$ cat src/rtl/csr_ram_arb_pkg.sv
// Shared types and width helpers for the CSR-to-RAM port arbiter.
package csr_ram_arb_pkg;

  // Arbiter FSM states.
  typedef enum logic [1:0] {
    IDLE  = 2'd0,
    ISSUE = 2'd1,
    WAIT  = 2'd2,
    RESP  = 2'd3
  } arb_state_e;

  // Width of an index able to address n requesters (at least 1 bit).
  function automatic int unsigned idx_width(input int unsigned n);
    return (n <= 1) ? 1 : $clog2(n);
  endfunction

  // Width of a counter that counts 0 .. t-1 (at least 1 bit).
  function automatic int unsigned tmo_cnt_width(input int unsigned t);
    return (t <= 2) ? 1 : $clog2(t);
  endfunction

endpackage

$ cat src/rtl/csr_ram_port_arbiter_rr_prio_picker.sv
// Round-robin priority picker: first set request at or above ptr, wrapping.
module rr_prio_picker
  import csr_ram_arb_pkg::*;
#(
  parameter int unsigned NUM_REQ = 2,
  parameter int unsigned IDX_W   = idx_width(NUM_REQ)
) (
  input  logic [NUM_REQ-1:0] i_req,
  input  logic [IDX_W-1:0]   i_ptr,
  output logic               o_valid_c,
  output logic [IDX_W-1:0]   o_idx_c
);

  // Scan NUM_REQ positions starting at ptr; the first hit wins.
  always_comb begin
    logic [IDX_W-1:0] w_pos;
    o_valid_c = 1'b0;
    o_idx_c   = '0;
    w_pos     = '0;
    for (int unsigned k = 0; k < NUM_REQ; k++) begin
      w_pos = IDX_W'((32'(i_ptr) + k) % NUM_REQ);
      if (!o_valid_c && i_req[w_pos]) begin
        o_valid_c = 1'b1;
        o_idx_c   = w_pos;
      end
    end
  end

endmodule

$ cat src/rtl/csr_ram_port_arbiter.sv
// Round-robin arbiter sharing one CSR-to-RAM bridge port between NUM_REQ
// requesters, one access outstanding at a time.
// Optional feature: define CSR_RAM_ARB_TIMEOUT_EN to bound the WAIT state
// to TIMEOUT_CYCLES and add the o_timeout flag.
module csr_ram_port_arbiter
  import csr_ram_arb_pkg::*;
#(
  parameter int unsigned NUM_REQ             = 2,
  parameter int unsigned WORD_BIT_WIDTH      = 32,
  parameter int unsigned BYTE_ADDR_BIT_WIDTH = 8,
  parameter int unsigned TIMEOUT_CYCLES      = 64
) (
  input  logic                                              i_clk,
  input  logic                                              i_async_rst,
  input  logic [NUM_REQ-1:0]                                i_req,
  input  logic [NUM_REQ-1:0]                                i_req_is_wr,
  input  logic [NUM_REQ-1:0][BYTE_ADDR_BIT_WIDTH-1:0]       i_byte_addr,
  input  logic [NUM_REQ-1:0][WORD_BIT_WIDTH-1:0]            i_wr_data,
  input  logic [NUM_REQ-1:0][WORD_BIT_WIDTH-1:0]            i_wr_bit_en,
  output logic [NUM_REQ-1:0]                                o_rd_ack,
  output logic [NUM_REQ-1:0]                                o_wr_ack,
  output logic [WORD_BIT_WIDTH-1:0]                         o_rd_data,
  output logic                                              o_acc_req,
  output logic                                              o_acc_req_is_wr,
  output logic [BYTE_ADDR_BIT_WIDTH-1:0]                    o_byte_addr,
  output logic [WORD_BIT_WIDTH-1:0]                         o_wr_data,
  output logic [WORD_BIT_WIDTH-1:0]                         o_wr_bit_en,
  input  logic                                              i_rd_ack,
  input  logic [WORD_BIT_WIDTH-1:0]                         i_rd_data,
  input  logic                                              i_wr_ack
`ifdef CSR_RAM_ARB_TIMEOUT_EN
  ,
  output logic                                              o_timeout
`endif
);

  localparam int unsigned IW = idx_width(NUM_REQ);

  // Elaboration-time parameter sanity checks.
  if (NUM_REQ < 2) begin : g_chk_num_req
    $error("NUM_REQ must be >= 2");
  end
  if ((WORD_BIT_WIDTH < 8) || ((WORD_BIT_WIDTH & (WORD_BIT_WIDTH - 1)) != 0)) begin : g_chk_word
    $error("WORD_BIT_WIDTH must be a power of 2 and >= 8");
  end
  if (TIMEOUT_CYCLES < 2) begin : g_chk_tmo
    $error("TIMEOUT_CYCLES must be >= 2");
  end

  arb_state_e                     r_state;
  arb_state_e                     w_state_nxt;
  logic [IW-1:0]                  r_ptr;
  logic [IW-1:0]                  r_grant;
  logic                           r_is_wr;
  logic [BYTE_ADDR_BIT_WIDTH-1:0] r_addr;
  logic [WORD_BIT_WIDTH-1:0]      r_wr_data;
  logic [WORD_BIT_WIDTH-1:0]      r_wr_bit_en;
  logic                           r_acc_req;
  logic [NUM_REQ-1:0]             r_rd_ack;
  logic [NUM_REQ-1:0]             r_wr_ack;
  logic [WORD_BIT_WIDTH-1:0]      r_rd_data;

  logic                           w_pick_valid;
  logic [IW-1:0]                  w_pick_idx;
  logic                           w_ack_match;
  logic                           w_tmo_hit;
  logic                           w_load_cmd;
  logic                           w_finish;
  logic                           w_acc_req_nxt;
  logic [NUM_REQ-1:0]             w_rd_ack_nxt;
  logic [NUM_REQ-1:0]             w_wr_ack_nxt;
  logic [IW-1:0]                  w_ptr_inc;

  rr_prio_picker #(
    .NUM_REQ (NUM_REQ),
    .IDX_W   (IW)
  ) u_picker (
    .i_req     (i_req),
    .i_ptr     (r_ptr),
    .o_valid_c (w_pick_valid),
    .o_idx_c   (w_pick_idx)
  );

  // Only the ack type matching the latched command can finish an access.
  assign w_ack_match = r_is_wr ? i_wr_ack : i_rd_ack;
  assign w_ptr_inc   = (r_grant == IW'(NUM_REQ - 1)) ? '0 : r_grant + 1'b1;

`ifdef CSR_RAM_ARB_TIMEOUT_EN
  localparam int unsigned TCW = tmo_cnt_width(TIMEOUT_CYCLES);

  logic [TCW-1:0] r_tmo_cnt;
  logic           r_timeout;
  logic           w_timeout_nxt;

  assign w_tmo_hit     = (r_state == WAIT) && (r_tmo_cnt == TCW'(TIMEOUT_CYCLES - 1));
  assign w_timeout_nxt = w_finish && !w_ack_match;
  assign o_timeout     = r_timeout;

  // WAIT-cycle counter and registered timeout flag.
  always_ff @(posedge i_clk or posedge i_async_rst) begin
    if (i_async_rst) begin
      r_tmo_cnt <= '0;
      r_timeout <= 1'b0;
    end else begin
      r_tmo_cnt <= (r_state == WAIT) ? r_tmo_cnt + 1'b1 : '0;
      r_timeout <= w_timeout_nxt;
    end
  end
`else
  assign w_tmo_hit = 1'b0;
`endif

  // FSM state register.
  always_ff @(posedge i_clk or posedge i_async_rst) begin
    if (i_async_rst) begin
      r_state <= IDLE;
    end else begin
      r_state <= w_state_nxt;
    end
  end

  // Next-state logic and next values of the registered outputs.
  always_comb begin
    w_state_nxt   = r_state;
    w_load_cmd    = 1'b0;
    w_finish      = 1'b0;
    w_acc_req_nxt = 1'b0;
    w_rd_ack_nxt  = '0;
    w_wr_ack_nxt  = '0;
    case (r_state)
      IDLE: begin
        if (w_pick_valid) begin
          w_load_cmd    = 1'b1;
          w_acc_req_nxt = 1'b1;
          w_state_nxt   = ISSUE;
        end
      end
      ISSUE: begin
        w_state_nxt = WAIT;
      end
      WAIT: begin
        if (w_ack_match || w_tmo_hit) begin
          w_finish    = 1'b1;
          w_state_nxt = RESP;
          if (r_is_wr) begin
            w_wr_ack_nxt[r_grant] = 1'b1;
          end else begin
            w_rd_ack_nxt[r_grant] = 1'b1;
          end
        end
      end
      RESP: begin
        w_state_nxt = IDLE;
      end
      default: begin
        w_state_nxt = IDLE;
      end
    endcase
  end

  // Command latch, rr pointer, read-data latch and registered pulses.
  always_ff @(posedge i_clk or posedge i_async_rst) begin
    if (i_async_rst) begin
      r_ptr       <= '0;
      r_grant     <= '0;
      r_is_wr     <= 1'b0;
      r_addr      <= '0;
      r_wr_data   <= '0;
      r_wr_bit_en <= '0;
      r_acc_req   <= 1'b0;
      r_rd_ack    <= '0;
      r_wr_ack    <= '0;
      r_rd_data   <= '0;
    end else begin
      r_acc_req <= w_acc_req_nxt;
      r_rd_ack  <= w_rd_ack_nxt;
      r_wr_ack  <= w_wr_ack_nxt;
      if (w_load_cmd) begin
        r_grant     <= w_pick_idx;
        r_is_wr     <= i_req_is_wr[w_pick_idx];
        r_addr      <= i_byte_addr[w_pick_idx];
        r_wr_data   <= i_wr_data[w_pick_idx];
        r_wr_bit_en <= i_wr_bit_en[w_pick_idx];
      end
      if (w_finish) begin
        r_ptr <= w_ptr_inc;
        if (!w_ack_match) begin
          r_rd_data <= '0;
        end else if (!r_is_wr) begin
          r_rd_data <= i_rd_data;
        end
      end
    end
  end

  assign o_acc_req       = r_acc_req;
  assign o_acc_req_is_wr = r_is_wr;
  assign o_byte_addr     = r_addr;
  assign o_wr_data       = r_wr_data;
  assign o_wr_bit_en     = r_wr_bit_en;
  assign o_rd_ack        = r_rd_ack;
  assign o_wr_ack        = r_wr_ack;
  assign o_rd_data       = r_rd_data;

endmodule

$ cat config.mk
export PLATFORM = sky130hd
export DESIGN_NAME = csr_ram_port_arbiter
export DESIGN_NICKNAME = d
export VERILOG_FILES = /design/src/rtl/csr_ram_arb_pkg.sv /design/src/rtl/csr_ram_port_arbiter_rr_prio_picker.sv /design/src/rtl/csr_ram_port_arbiter.sv
export SDC_FILE = /design/constraint.sdc
export NUM_CORES = 1
export LEC_CHECK = 0
export ABC_CLOCK_PERIOD_IN_PS = 12260
export CORE_MARGIN = 2
export CORE_UTILIZATION = 41
export CTS_CLUSTER_SIZE = 40
export DETAILED_ROUTE_END_ITERATION = 16
export GPL_ROUTABILITY_DRIVEN = 0
export PLACE_DENSITY_LB_ADDON = 0.08
export SYNTH_ARGS = -nofsm -noshare
export SYNTH_HDL_FRONTEND = slang
export SYNTH_SLANG_ARGS = --single-unit
$ cat constraint.sdc
create_clock -name i_clk -period 12.26 [get_ports i_clk]
set_clock_uncertainty 0.05 [all_clocks]
set_input_delay 3.065 -clock i_clk [delete_from_list [all_inputs] [get_ports i_clk]]
set_output_delay 3.065 -clock i_clk [all_outputs]
set_load 0.05 [all_outputs]
# [Yosys cells after proc, flatten, opt, wreduce, memory -nomap -nowiden]
# Index checks and enable logic that the tools add are counted.
# Widths: inputs -> output; s select.
[word_totals] memories=0 reg_bits=114 inputBits=184 romBits=0 ramBits=0 latchBits=0 output_inout_bits=110
[classes] div_mod_pow=0 mul=0 bitwise_logic=0 n_mux=35 n_shift=0 add_sub_neg=2 eq_ne=6 n_reduce_logical=6 magnitude_cmp=5
[op_table] op="$mux 32" n=6
[op_table] op="$mux 1" n=17
[op_table] op="$mux 2" n=8
[op_table] op="$mux 8" n=2
[op_table] op="$lt 1x2->1 const B" n=4
[op_table] op="$pmux 2 s4" n=1
[op_table] op="$eq 2x2->1 const B" n=2
[op_table] op="$ne 2x2->1 const B" n=2
[op_table] op="$reduce_and 2->1" n=2
[op_table] op="$add 1x1->1 const B" n=2
[op_table] op="$eq 2x1->1 const B" n=1
[op_table] op="$logic_and 1x1->1" n=2
[op_table] op="$logic_not 2->1" n=1
[op_table] op="$ne 2x1->1 const B" n=1
[op_table] op="$demux 1 s1" n=1
[op_table] op="$ge 1x1->1 const B" n=1
[op_table] op="$logic_not 1->1" n=1

# [Depth between registers and ports, before layout]
[depth] depth_word=8 depth_mapped=7 mapped_depth_nobuf=5

# [Cells and area by module]
# From an unflattened synthesis, not the netlist that was laid out.
[hier_totals] cells_unflattened=422 area_unflattened_um2=5161.2
[modules_own_cells] mod="csr_ram_port_arbiter" cells_per_inst=419 area_per_inst_um2=5143.7 instances=1
[modules_own_cells] mod="rr_prio_picker" cells_per_inst=3 area_per_inst_um2=17.5 instances=1

# [Least setup slack after synthesis]
# OpenSTA, ideal clock, no wires.
[synth_timing] path_type="input-to-reg" from="in i_req[1]" to="reg r_addr[0], in the netlist o_byte_addr[0]" setup_time_ps=130 n_path_buf=2 cell_stages=5 t_required_ps=12080 t_arrival_ps=3695 setup_slack_ps=8385 path_cell_list="o21a_2 buf_4 buf_4 nor2_1 a31oi_1"
[synth_via] elab_chain_cells=8
[synth_rtl] item="start: declaration" line_no="csr_ram_port_arbiter.sv:15" rtl="input logic [NUM_REQ-1:0] i_req,"
[synth_rtl] item="$mux 1 (implied by the code) (2 in a row)" line_no="csr_ram_port_arbiter_rr_prio_picker.sv:22" rtl="if (!o_valid_c && i_req[w_pos]) begin"
[synth_rtl] item="$mux 1" line_no="csr_ram_port_arbiter_rr_prio_picker.sv:22"
[synth_rtl] item="$logic_not 1->1" line_no="csr_ram_port_arbiter_rr_prio_picker.sv:22"
[synth_rtl] item="$logic_and 1x1->1" line_no="csr_ram_port_arbiter_rr_prio_picker.sv:22"
[synth_rtl] item="$mux 1" line_no="csr_ram_port_arbiter_rr_prio_picker.sv:22"
[synth_rtl] item="$mux 8 (implied by the code) or $mux 1 (tied branches)" line_no="csr_ram_port_arbiter.sv:181, csr_ram_port_arbiter.sv:132"
[synth_rtl] item="$mux 8 (implied by the code) or $mux 1 (tied branches)" line_no="csr_ram_port_arbiter.sv:181, csr_ram_port_arbiter.sv:130"
[synth_rtl] item="end signal: assignment" line_no="csr_ram_port_arbiter.sv:181" rtl="r_addr <= i_byte_addr[w_pick_idx];"
[synth_rtl] item="end: declaration" line_no="csr_ram_port_arbiter.sv:55" rtl="logic [BYTE_ADDR_BIT_WIDTH-1:0] r_addr;"
# Parallel ways exist; a longest one is shown, timed or not. The select of a mux whose other input is x is not followed.
# A chain may end at the register's enable or synchronous reset.

# [Worst setup path after layout]
[layout_timing] from="in i_req[1]" to="reg r_wr_bit_en[18], in the netlist o_wr_bit_en[18]"
[layout_via] elab_chain_cells=8
[layout_rtl] item="$mux 1 (implied by the code) (2 in a row)" line_no="csr_ram_port_arbiter_rr_prio_picker.sv:22"
[layout_rtl] item="$mux 1" line_no="csr_ram_port_arbiter_rr_prio_picker.sv:22"
[layout_rtl] item="$logic_not 1->1" line_no="csr_ram_port_arbiter_rr_prio_picker.sv:22"
[layout_rtl] item="$logic_and 1x1->1" line_no="csr_ram_port_arbiter_rr_prio_picker.sv:22"
[layout_rtl] item="$mux 1" line_no="csr_ram_port_arbiter_rr_prio_picker.sv:22"
[layout_rtl] item="$mux 32 (implied by the code) or $mux 1 (tied branches)" line_no="csr_ram_port_arbiter.sv:183, csr_ram_port_arbiter.sv:132"
[layout_rtl] item="$mux 32 (implied by the code) or $mux 1 (tied branches)" line_no="csr_ram_port_arbiter.sv:183, csr_ram_port_arbiter.sv:130"
[layout_rtl] item="end signal: assignment" line_no="csr_ram_port_arbiter.sv:183" rtl="r_wr_bit_en <= i_wr_bit_en[w_pick_idx];"
[layout_rtl] item="end: declaration" line_no="csr_ram_port_arbiter.sv:57" rtl="logic [WORD_BIT_WIDTH-1:0] r_wr_bit_en;"
# Parallel ways exist; a longest one is shown, timed or not. The select of a mux whose other input is x is not followed.

==> reports/metrics.csv <==
stage,metric,value,unit
clock_network,Root Buffer,clkbuf_16,
sta,final worst slack,6990,ps
global_routing,initial antenna violation count,0,
critical_path,CP required,12530,ps
floorplanning,Die W,116,µm
power,internal power,1.38,mW
detailed_routing,vias per cell,5.29,
floorplanning,core area,0.0121,mm²
power,Reg power frac,0.257,
detailed_routing,drt drc,0,
detailed_routing,wl on met1,6110,µm
global_routing,total gr overflow,0,
clock_network,TritonCTS Sinks,114,
logic_synthesis,Synth Warn #,0,
floorplanning,Initial Util,0.424,
logic_synthesis,Yosys reg bits,114,
detailed_routing,top sig layer,met4,
sta,Max-slew headroom,0.231,
cells_and_area,area of the multi-input gates,0.00200,mm²
logic_synthesis,Mean Syn Cell Area,9.98,µm²
detailed_routing,first-pass iteration count of the detailed router,5,
clock_network,total CTS buffers,17,
critical_path,Worst Path Max Fanout,80,
cells_and_area,"commonest cells after routing, fill and taps aside","292 x clkdlybuf4s50_1, 114 x dfrtp_1, 77 x nor2_1, 75 x nand3_1, 73 x a31oi_1",
cells_and_area,register area,0.00285,mm²
detailed_routing,Met2 Wirelength,8630,µm
power,Sw Share,0.471,
placed_design,Port Buf Inserts,293,
sta,RSZ-0062 raised after global routing,false,
logic_synthesis,syn_nets,702,
global_routing,vias in the first global route,5087,
detailed_routing,DR vias,5096,
power,power share of the clock group,0.181,
cells_and_area,ant diodes,0,
critical_path,CP Class,in2reg,
logic_synthesis,synthesized cell area,0.00514,mm²
sta,period utilization,0.430,
cells_and_area,area delta synth->final,67.9,%
min_path,Hold Crit Class,reg2reg,
detailed_routing,DRT iter0 DRCs,319,
critical_path,CP Launch Type,input pin,
sta,Slew Limit Fails,0,
power,Final Power,2.60,mW
floorplanning,Rows,40,
cells_and_area,"commonest non-fill, non-tap cell in the layout",clkdlybuf4s50_1,
critical_path,endpoint class of the critical path,flip-flop,
sta,Fmax,190,MHz
sta,Final setup viols,0,
power,maximum vdd drop,0.000171,V
sta,worst slew pin tran,1150,ps
clock_network,TritonCTS clock tree,yes,
power,Comb pwr share,0.562,
critical_path,Worst EP arrival,5540,ps
power,Net Switching,1.23,mW
clock_network,post-cts sizing count,0,
placed_design,HPWL after detailed placement,11700,µm
run,# Max-Cap Violations,0,
detailed_routing,met3 WL post-DR,1630,µm
detailed_routing,post-route ant nets,0,
global_routing,All-Layer GR Usage,0.249,
power,PwrDens,302,mW/mm²
sta,setup_tns,0,ps
floorplanning,die area,0.0134,mm²
clock_network,Post-CTS Hold Buffers,0,
clock_network,clock latency on the worst-skew pair,400,ps
logic_synthesis,"Seq/Total Area, Yosys",0.555,
sta,Final Hold Viols,0,
cells_and_area,Fill cells,955,
cells_and_area,Final #Nets,969,
placed_design,pre-CTS setup slack,6600,ps
logic_synthesis,Mapped Cells,515,
detailed_routing,final wirelength,16900,µm
clock_network,CTS clock-pin slew for the worst setup and hold paths,50,ps
status,status,completed,
floorplanning,I/O pins,294,
power,LEAKAGE,3.44,nW
cells_and_area,Util after Layout,0.712,
floorplanning,die height,116,µm
clock_network,H-tree Lvls,4,
clock_network,# Post-CTS Setup Buffers,0,
logic_synthesis,Synth cell types,24,
sta,minimum clock period,5270,ps
cells_and_area,share of layout cells above drive strength 1,0.0742,
global_routing,largest net degree at the start of global routing,81,
clock_network,Max clock buf depth,2,
global_routing,first-pass GRT wire length,25400,µm
detailed_routing,Wirelength per Cell,17.5,µm
## flip-flops by register name, summed over array words and instances (netlist names)
name / cells
o_rd_data: 32
o_wr_bit_en: 32
o_wr_data: 32
o_byte_addr: 8
o_rd_ack: 2
o_wr_ack: 2
r_state: 2
o_acc_req: 1
o_acc_req_is_wr: 1
r_grant: 1
r_ptr: 1
## layer usage
| layer | track usage | up-vias |
|---|---|---|
| li1 | - | 2388 |
| met1 | 0.277 | 2411 |
| met2 | 0.434 | 261 |
| met3 | 0.0832 | 36 |
| met4 | 0.112 | 0 |
| met5 | 0 | - |
## synthesized netlist by cell type, drive strengths merged
cell	number	share of area
a21oi	1	0.00097
a31oi	73	0.089
buf	40	0.047
clkbuf	10	0.0073
dfrtp	114	0.56
ha	3	0.0073
inv	6	0.0044
mux2	33	0.072
mux2i	1	0.0019
nand2b	1	0.0012
nand3	75	0.073
nand3b	1	0.0039
nor2	77	0.056
nor2b	1	0.0012
nor3b	1	0.0015
o21a	1	0.0017
o21ai	75	0.073
o31ai	1	0.0015
o32a	1	0.0019
## cell type report
class | count | share of cell area
timing repair buffer | 298 | 0.344
inverter | 6 | 0.00290
tap | 168 | 0.0244
clock inverter | 4 | 0.00522
clock buffer | 28 | 0.0610
multi-input combinational | 345 | 0.232
sequential | 114 | 0.331
## path summary, 6_finish.rpt
| path | from | depth (start not counted) | slack (ps) | end |
|---|---|---|---|---|
| max | i_req[1] | 6 | 6990 | o_wr_bit_en[18] |
| min | o_rd_data[16] | 1 | 440 | o_rd_data[16] |
| max reg2reg | r_state[0] | 6 | 9730 | o_wr_bit_en[18] |
| min reg2reg | o_rd_data[16] | 1 | 440 | o_rd_data[16] |
| max in group asynchronous | i_async_rst | 3 | 7780 | o_wr_bit_en[24] |
| min in group asynchronous | i_async_rst | 2 | 2990 | o_rd_data[4] |
## power by group through the flow
stage                     clock network (mW)  registers, mW  logic, mW
final                                  0.471          0.668       1.46
after global routing                   0.496          0.691       1.54
after CTS                              0.476          0.670       1.47
after detailed placement                   0          0.671       1.47
after global placement                     0          0.665       1.45
after floorplan                            0           1.28      0.360
## through the flow
step,hold slack (ps),cell area [µm²],cells
after floorplan,397,5140,515
after global placement,425,8060,931
after detailed placement,434,8060,931
after CTS,446,8630,963
after global routing,457,8630,963
final,438,8630,963
## kinds of logic after synthesis
family | after synthesis | synth area share
multiplexers | 34 | 0.0743
adder cells (fa/ha/maj) | 3 | 0.00731
AO/OA/AOI/OAI | 152 | 0.168
buffers and inverters | 56 | 0.0582
flip-flops | 114 | 0.555
AND/OR/NAND/NOR | 156 | 0.137
## critical path: stages
cell,delay (ps)
buf_2,80
buf_4,610
o21a_4,740
buf_4,660
nor2_1,120
a31oi_1,170
Power figures use the tool's default switching activity.
